<file path="config.mk">
export PLATFORM = sky130hd
export DESIGN_NAME = seq_divider_32bit
export DESIGN_NICKNAME = d
export VERILOG_FILES = /design/src/rtl/seq_divider_32bit.sv
export SDC_FILE = /design/constraint.sdc
export NUM_CORES = 1
export LEC_CHECK = 0
export CAP_MARGIN = 20
export CORE_MARGIN = 4
export CORE_UTILIZATION = 51
export CTS_CLUSTER_DIAMETER = 40
export CTS_CLUSTER_SIZE = 24
export DETAILED_ROUTE_END_ITERATION = 16
export PLACE_DENSITY = 0.77
export REMOVE_ABC_BUFFERS = 1
export SYNTH_ARGS = -nofsm -noshare
export SYNTH_HDL_FRONTEND = slang
export SYNTH_SLANG_ARGS = --single-unit
</file>
<file path="constraint.sdc">
create_clock -name clk -period 3.19 [get_ports clk]
set_input_delay 0.319 -clock clk [delete_from_list [all_inputs] [get_ports clk]]
set_output_delay 0.319 -clock clk [all_outputs]
set_load 0.03 [all_outputs]
</file>
<file path="src/rtl/seq_divider_32bit.sv">
// Iterative restoring divider: one trial subtraction per cycle, signed/unsigned,
// with divide-by-zero and signed-overflow results resolved at accept time.
module seq_divider_32bit #(
  parameter int WIDTH = 32,
  parameter int CNT_W = $clog2(WIDTH) + 1
) (
  input  logic             clk,
  input  logic             rst,
  input  logic             In_valid,
  output logic             In_ready,
  input  logic             Is_signed,
  input  logic [WIDTH-1:0] Dividend,
  input  logic [WIDTH-1:0] Divisor,
  output logic             Out_valid,
  input  logic             Out_ready,
  output logic [WIDTH-1:0] Quotient,
  output logic [WIDTH-1:0] Remainder,
  output logic             Div_zero
);

  // state | meaning
  // IDLE  | waiting for an operation
  // CALC  | one shift/trial-subtract per cycle, WIDTH cycles
  // FIX   | apply result signs
  // DONE  | result held until Out_ready
  typedef enum logic [1:0] {IDLE, CALC, FIX, DONE} state_t;

  state_t           state_q, state_d;
  logic [CNT_W-1:0] cnt_q, cnt_d;
  logic [WIDTH-1:0] dvd_q, dvd_d;
  logic [WIDTH-1:0] div_q, div_d;
  logic [WIDTH-1:0] rem_q, rem_d;
  logic             qneg_q, qneg_d;
  logic             rneg_q, rneg_d;
  logic [WIDTH-1:0] quo_q, quo_d;
  logic [WIDTH-1:0] remo_q, remo_d;
  logic             dz_q, dz_d;

  logic             a_neg, b_neg, ovf_case, carry;
  logic [WIDTH-1:0] a_mag, b_mag;
  logic [WIDTH:0]   r_shift, trial;

  assign a_neg    = Is_signed & Dividend[WIDTH-1];
  assign b_neg    = Is_signed & Divisor[WIDTH-1];
  assign a_mag    = a_neg ? (~Dividend + 1'b1) : Dividend;
  assign b_mag    = b_neg ? (~Divisor + 1'b1) : Divisor;
  assign ovf_case = Is_signed && (Dividend == {1'b1, {(WIDTH-1){1'b0}}}) && (Divisor == '1);

  // R' < 2*Div always holds, so bit WIDTH of the trial is exactly the inverted carry-out.
  assign r_shift = {rem_q, dvd_q[WIDTH-1]};
  assign trial   = r_shift + {1'b1, ~div_q} + 1'b1;
  assign carry   = ~trial[WIDTH];

  always_comb begin
    state_d = state_q;
    cnt_d   = cnt_q;
    dvd_d   = dvd_q;
    div_d   = div_q;
    rem_d   = rem_q;
    qneg_d  = qneg_q;
    rneg_d  = rneg_q;
    quo_d   = quo_q;
    remo_d  = remo_q;
    dz_d    = dz_q;
    unique case (state_q)
      IDLE: begin
        if (In_valid) begin
          if (Divisor == '0) begin
            quo_d   = '1;
            remo_d  = Dividend;
            dz_d    = 1'b1;
            state_d = DONE;
          end else if (ovf_case) begin
            quo_d   = {1'b1, {(WIDTH-1){1'b0}}};
            remo_d  = '0;
            dz_d    = 1'b0;
            state_d = DONE;
          end else begin
            qneg_d  = a_neg ^ b_neg;
            rneg_d  = a_neg;
            dvd_d   = a_mag;
            div_d   = b_mag;
            rem_d   = '0;
            cnt_d   = '0;
            state_d = CALC;
          end
        end
      end
      CALC: begin
        rem_d = carry ? trial[WIDTH-1:0] : r_shift[WIDTH-1:0];
        dvd_d = {dvd_q[WIDTH-2:0], carry};
        cnt_d = cnt_q + CNT_W'(1);
        if (cnt_q == CNT_W'(WIDTH-1)) state_d = FIX;
      end
      FIX: begin
        quo_d   = qneg_q ? (~dvd_q + 1'b1) : dvd_q;
        remo_d  = rneg_q ? (~rem_q + 1'b1) : rem_q;
        dz_d    = 1'b0;
        state_d = DONE;
      end
      DONE: begin
        if (Out_ready) state_d = IDLE;
      end
      default: state_d = IDLE;
    endcase
  end

  always_ff @(posedge clk) begin
    if (rst) begin
      state_q <= IDLE;
      cnt_q   <= '0;
      dvd_q   <= '0;
      div_q   <= '0;
      rem_q   <= '0;
      qneg_q  <= 1'b0;
      rneg_q  <= 1'b0;
      quo_q   <= '0;
      remo_q  <= '0;
      dz_q    <= 1'b0;
    end else begin
      state_q <= state_d;
      cnt_q   <= cnt_d;
      dvd_q   <= dvd_d;
      div_q   <= div_d;
      rem_q   <= rem_d;
      qneg_q  <= qneg_d;
      rneg_q  <= rneg_d;
      quo_q   <= quo_d;
      remo_q  <= remo_d;
      dz_q    <= dz_d;
    end
  end

  assign In_ready  = (state_q == IDLE);
  assign Out_valid = (state_q == DONE);
  assign Quotient  = quo_q;
  assign Remainder = remo_q;
  assign Div_zero  = dz_q;

endmodule
</file>
### After elaboration in Yosys (flattened, before gate mapping)

Index checks and enable logic that the tools add are counted.

* word-level logic and storage cells: 85
* register bits: 171
* output and inout port bits: 67

* add/subtract/negate cells: 7
* reduce and logical (&&, ||, !) cells: 10
* equal/unequal tests: 12
* multiplexer cells: 35
* bitwise gates (word level): 11

Operator list (number)
* $mux W32: 17
* $pmux W32 S2: 4
* $not A32 Y32: 5
* $add A32 B1 Y32 const B: 4
* $eq A32 B32 Y1 const B: 2
* $add A33 B1 Y33 const B: 1
* $add A33 B33 Y33: 1
* $logic_not A32 Y1: 1
* $mux W6: 3
* $pmux W6 S2: 1
* $mux W2: 5
* $ne A2 B2 Y1 const B: 4
* $pmux W2 S4: 1
* $reduce_and A4 Y1: 2
* $add A6 B1 Y6 const B: 1
* $eq A6 B5 Y1 const B: 1
* $reduce_and A3 Y1: 2
* $eq A2 B2 Y1 const B: 2
* $reduce_bool A2 Y1: 2
* $mux W1: 3
* $ne A3 B1 Y1 const B: 1
* $not A1 Y1: 3
* $and A1 B1 Y1: 2
* $eq A2 B1 Y1 const B: 1
* other kinds (5): 6

### Longest topological paths before layout

Gate-level depths: netlist of run 1.

* depth after elaboration: 7
* mapped depth: 13
* gate-level depth less buffers: 12

### Worst setup path before layout of run 1

OpenSTA, ideal clock, no wires.

* path kind: reg-to-reg
* from: register div_q[2]
* to: register rem_q[16]
* arrival: 2.978 ns
* buffers on the path: 1
* path slack: 0.083 ns
* data required time: 3.061 ns
* cell stages (with the launch flop): 13
* path through: dfxtp_1 > inv_1 > ha_1 > nor2b_1 > o31ai_1 > nand3_1 > a2111oi_0 > o21ai_1 > o21ai_1 > xnor2_2 > buf_4 > mux2i_1 > o21ai_0

* cells in the longest elaborated chain, start to end: 5

RTL lines
* from (decl): line 31 `logic [WIDTH-1:0] div_q, div_d;`
* from (signal assigned): line 124 `div_q <= div_d;`
* $not A32 Y32: line 51 `assign trial = r_shift + {1'b1, ~div_q} + 1'b1;`
* $add A33 B33 Y33: line 51
* $add A33 B1 Y33: line 51
* $mux W32: line 90 `rem_d = carry ? trial[WIDTH-1:0] : r_shift[WIDTH-1:0];`
* $pmux W32 S2: line 65 `unique case (state_q)`
* to (signal assigned): line 125 `rem_q <= rem_d;`
* to (decl): line 32 `logic [WIDTH-1:0] rem_q, rem_d;`

Every way passes these cells.
A chain may end at the register's enable or synchronous reset.

### Final worst setup path of run 1

* from: register div_q[6]
* to: register rem_q[19]

The elaborated chain is that of the path after synthesis.

==> metrics list, run 1 <==
* Max-cap violation count: 0
- Violation count after the first detailed-routing iteration: 931
- Critical path cell sequence: inv_1 > ha_1 > o21a_1 > o211ai_1 > a2111oi_2 > buf_4 > a2111oi_4 > o21ai_2 > o21ai_2 > buf_6 > xnor2_4 > buf_4 > mux2i_1 > o21ai_1
- The clock reaches the later pin of the worst-skew pair after 440 ps.
- First-pass GRT wire length: 53.9 mm
- The congestion estimate from routability-driven global placement came to 0.993.
- The initial antenna violation count was 0.
* CTS H-tree lvls: 4
* Number of nets in the final layout: 1735
- Counting the buffers created by CTS gives 17.
- In the post-route analysis, the smallest setup slack over all paths is 130 ps.
- Max Buffers Root-to-Sink: 2
* Sinks on Clock Net: 171
- After synthesis the netlist holds a flip-flop and latch count of 171.
- Setup-failing EPs final: 0
- STA puts the critical path data arrival time at 3380 ps.
- The largest single stage delay on the critical path is 360 ps.
- In the synthesized netlist, the cells that appear most often are sky130_fd_sc_hd__dfxtp_1 (171), sky130_fd_sc_hd__nor2_1 (144), sky130_fd_sc_hd__nand2_1 (127).
* Die Area: 0.0241 mm²
- Measured along the y axis, the die boundary spans 155 µm.
- The netlist uses 71 different library cells.
* Most used flip-flop cell after synthesis: sky130_fd_sc_hd__dfxtp_1
- After the flow finishes, the layout carries non-filler instances totaling 1911.
* Final sum of negative setup slack: 0 ps
- The worst hold path belongs to the class in -> reg.
- Actual transition at the worst max-transition pin: 1000 ps
- Total number of placement rows: 53
- Startpoint kind of the worst setup timing path: flop
- Synthesis handed over a netlist of 1403 instances.
- Starting density of the core: 0.522
* Number of optimization iterations in the first detailed-route pass: 5
* Critical-path maximum fanout: 5
- Setup Crit Path Kind: reg -> reg
* IO buf count: 135
- During I/O placement, the number of pins put on the boundary was 136.
- Average wire per cell in the routed design: 17.5 µm
* Areal power density over the cells: 580 mW/mm²
- CTS placed an instance of sky130_fd_sc_hd__clkbuf_16 at the clock tree root.
* Fraction of post-synthesis cell area in the top cell type by area: 0.309
- Capturing element type of the critical path: flop
* Synthesized area per cell: 7.89 µm²
- Sorting the synthesized cells by area gives the leading types as sky130_fd_sc_hd__dfxtp_1 (31%), sky130_fd_sc_hd__xnor2_1 (6.2%), sky130_fd_sc_hd__xor2_1 (5.8%).
- IR analysis of the VDD net gives a maximum drop of 0.000432 V.
- Among all cell types in the netlist, the one instantiated most often is sky130_fd_sc_hd__dfxtp_1.
* Half-perimeter wire length after detailed placement: 25.5 mm
- The finished cells cover 0.0145 mm².
- Remaining global-route overflow: 0
- For this run, asynchronously set or reset flops after synthesis account for 0.
- Total placed instance area: 0.0137 mm²
* ANT cells: 0
* Layout filler cell count: 1766
* Post-synthesis cell type with the largest combined area: sky130_fd_sc_hd__dfxtp_1
- At the end of the flow the core is filled with cells to 0.681.
* Number of warnings issued by yosys: 0
- For this run, the total global-route usage over all layers was measured as 0.269.
- From left edge to right edge, the die measures 155 µm.
* Vias after detailed routing: 11400
* Share of synthesized area occupied by flip-flops and latches: 0.309
- Leakage power total: 5.56 nW
- Post-placement cell count: 1877
- In this run the standard cell core region covers 0.0212 mm².
* DP Worst Slack: -280 ps
* Run status: completed
- Using the TritonRoute via totals, the vias-per-cell ratio works out to 5.94.
* Layout-stage area growth over the synthesis result: 30.5%
- The cell family contributing the most delay on the critical path is compound AO/OA/AOI/OAI gates.
* Clock input transition at the sequential cells of the worst setup and hold paths: 80 ps
- Entering global routing, the biggest net connects 64 pins.
- Number of global-route vias before repair: 10900
- Wires add up to 33.4 mm.
* Shortest clock period the worst path allows after layout: 3060 ps
- On the final layout, the worst clock skew is 11.4 ps.
- Final period utilization: 0.959
- TritonCTS built the clock tree.
- Counting both buffers and inverters, the worst setup path holds a total of 4.
- The largest individual stage delay along the critical path comes from the cell sky130_fd_sc_hd__a2111oi_4.
- The synthesized design contains 0 enable-type register cells.
* Number of failing hold endpoints at the final stage: 0
* Highest attainable clock frequency: 327 MHz
- For the worst setup path, the data required time is 3510 ps.
* Fraction of final layout cells sized beyond drive strength 1: 0.136
- Netlist Area Pre-Place: 0.0111 mm²
- Measured against its own limit, the worst slew margin works out to 0.332.
- After detailed routing, the number of remaining DRC violations is 0.
- Final ANT Viol Nets: 0
- Slew Limit Fails: 0
## what timing repair did
item,4_1_cts,5_1_grt
gates cloned,0,1
endpoints found under the setup margin,31,39
hold buffers,0,0
resized for setup,5,25
pin swaps,0,8
buffers inserted,0,1
## layout by cell type (no fill, tap or decap), drive strengths merged, types with 4 or more instances in the layout
master	count
buf	151
o31ai	31
a31oi	5
or4	15
dfxtp	171
or3	14
nand2	127
a211oi	57
nor2	145
nand4	18
nand3	17
o41ai	15
a221oi	4
a21o	17
a21oi	107
xor2	73
a22oi	36
xnor2	80
mux2i	27
nor4	14
and3	5
o21a	6
clkdlybuf4s50	134
nor3	45
a222oi	16
o211ai	4
and2	4
o21ai	80
or2	5
inv	62
clkbuf	19
o22ai	15
nand2b	14
nor2b	10
a32oi	12
clkinv	6
ha	42
## final timing paths
kind | start | end | slack [ps] | depth (start not counted)
max reg2reg | div_q[6]$_SDFFE_PP0P_ | rem_q[19]$_SDFFE_PP0P_ | 130 | 14
max | div_q[6]$_SDFFE_PP0P_ | rem_q[19]$_SDFFE_PP0P_ | 130 | 14
min reg2reg | Quotient[16]$_SDFFE_PP0P_ | Quotient[16]$_SDFFE_PP0P_ | 490 | 2
min | rst | Quotient[8]$_SDFFE_PP0P_ | 350 | 2
## logic make-up after synthesis
family	share of synthesized area
adders and majority gates	0.0493
muxes	0.0254
DFF	0.309
and+or+nand+nor	0.185
AOI/OAI and AO/OA	0.258
xor gates and xnor gates	0.122
buffers and inverters	0.0514
## per-layer routing
metal | global-route usage | up-vias | routed length [µm] | share of wire
met5 | 0 | - | 0 | 0
met4 | 0.0938 | 0 | 1040 | 0.031
met3 | 0.0456 | 85 | 1870 | 0.056
met2 | 0.479 | 379 | 16600 | 0.50
met1 | 0.328 | 5311 | 13900 | 0.42
li1 | - | 5583 | - | -
## cell type report
| class | instances | area (µm²) | share of cell area |
|---|---|---|---|
| sequential | 171 | 3430 | 0.237 |
| clock buffer | 18 | 429 | 0.0297 |
| inverter | 54 | 203 | 0.0140 |
| timing repair buffer | 286 | 2660 | 0.184 |
| clock inverter | 14 | 148 | 0.0102 |
| multi-input combinational | 1093 | 7240 | 0.501 |
| tap | 275 | 344 | 0.0238 |
## registers in the layout (all words and copies together), names as in the netlist
register,cells
Remainder,32
rneg_q,1
qneg_q,1
cnt_q,6
Div_zero,1
state_q,2
Quotient,32
div_q,32
rem_q,32
dvd_q,32
## report_power, final
group / switching [W] / internal (W)
clock: 0.00101 / 0.00105
combinational: 0.00209 / 0.00153
sequential: 0.000290 / 0.00241
## through the flow
stage | power [W] | hold WS [ps]
2_1_floorplan | 0.00487 | 388
3_3_place_gp | 0.00613 | 466
3_5_place_dp | 0.00622 | 480
4_1_cts | 0.00827 | 347
5_1_grt | 0.00886 | 385
6_report | 0.00838 | 353
Note: power is estimated with default switching activity, not from simulation.
==> inputs of run 2 (changes only) <==
Settings changed: CTS_CLUSTER_SIZE 24 to unset.
==> results of run 2 <==
No change in the layout: final DEF, timing and power equal those of run 1.
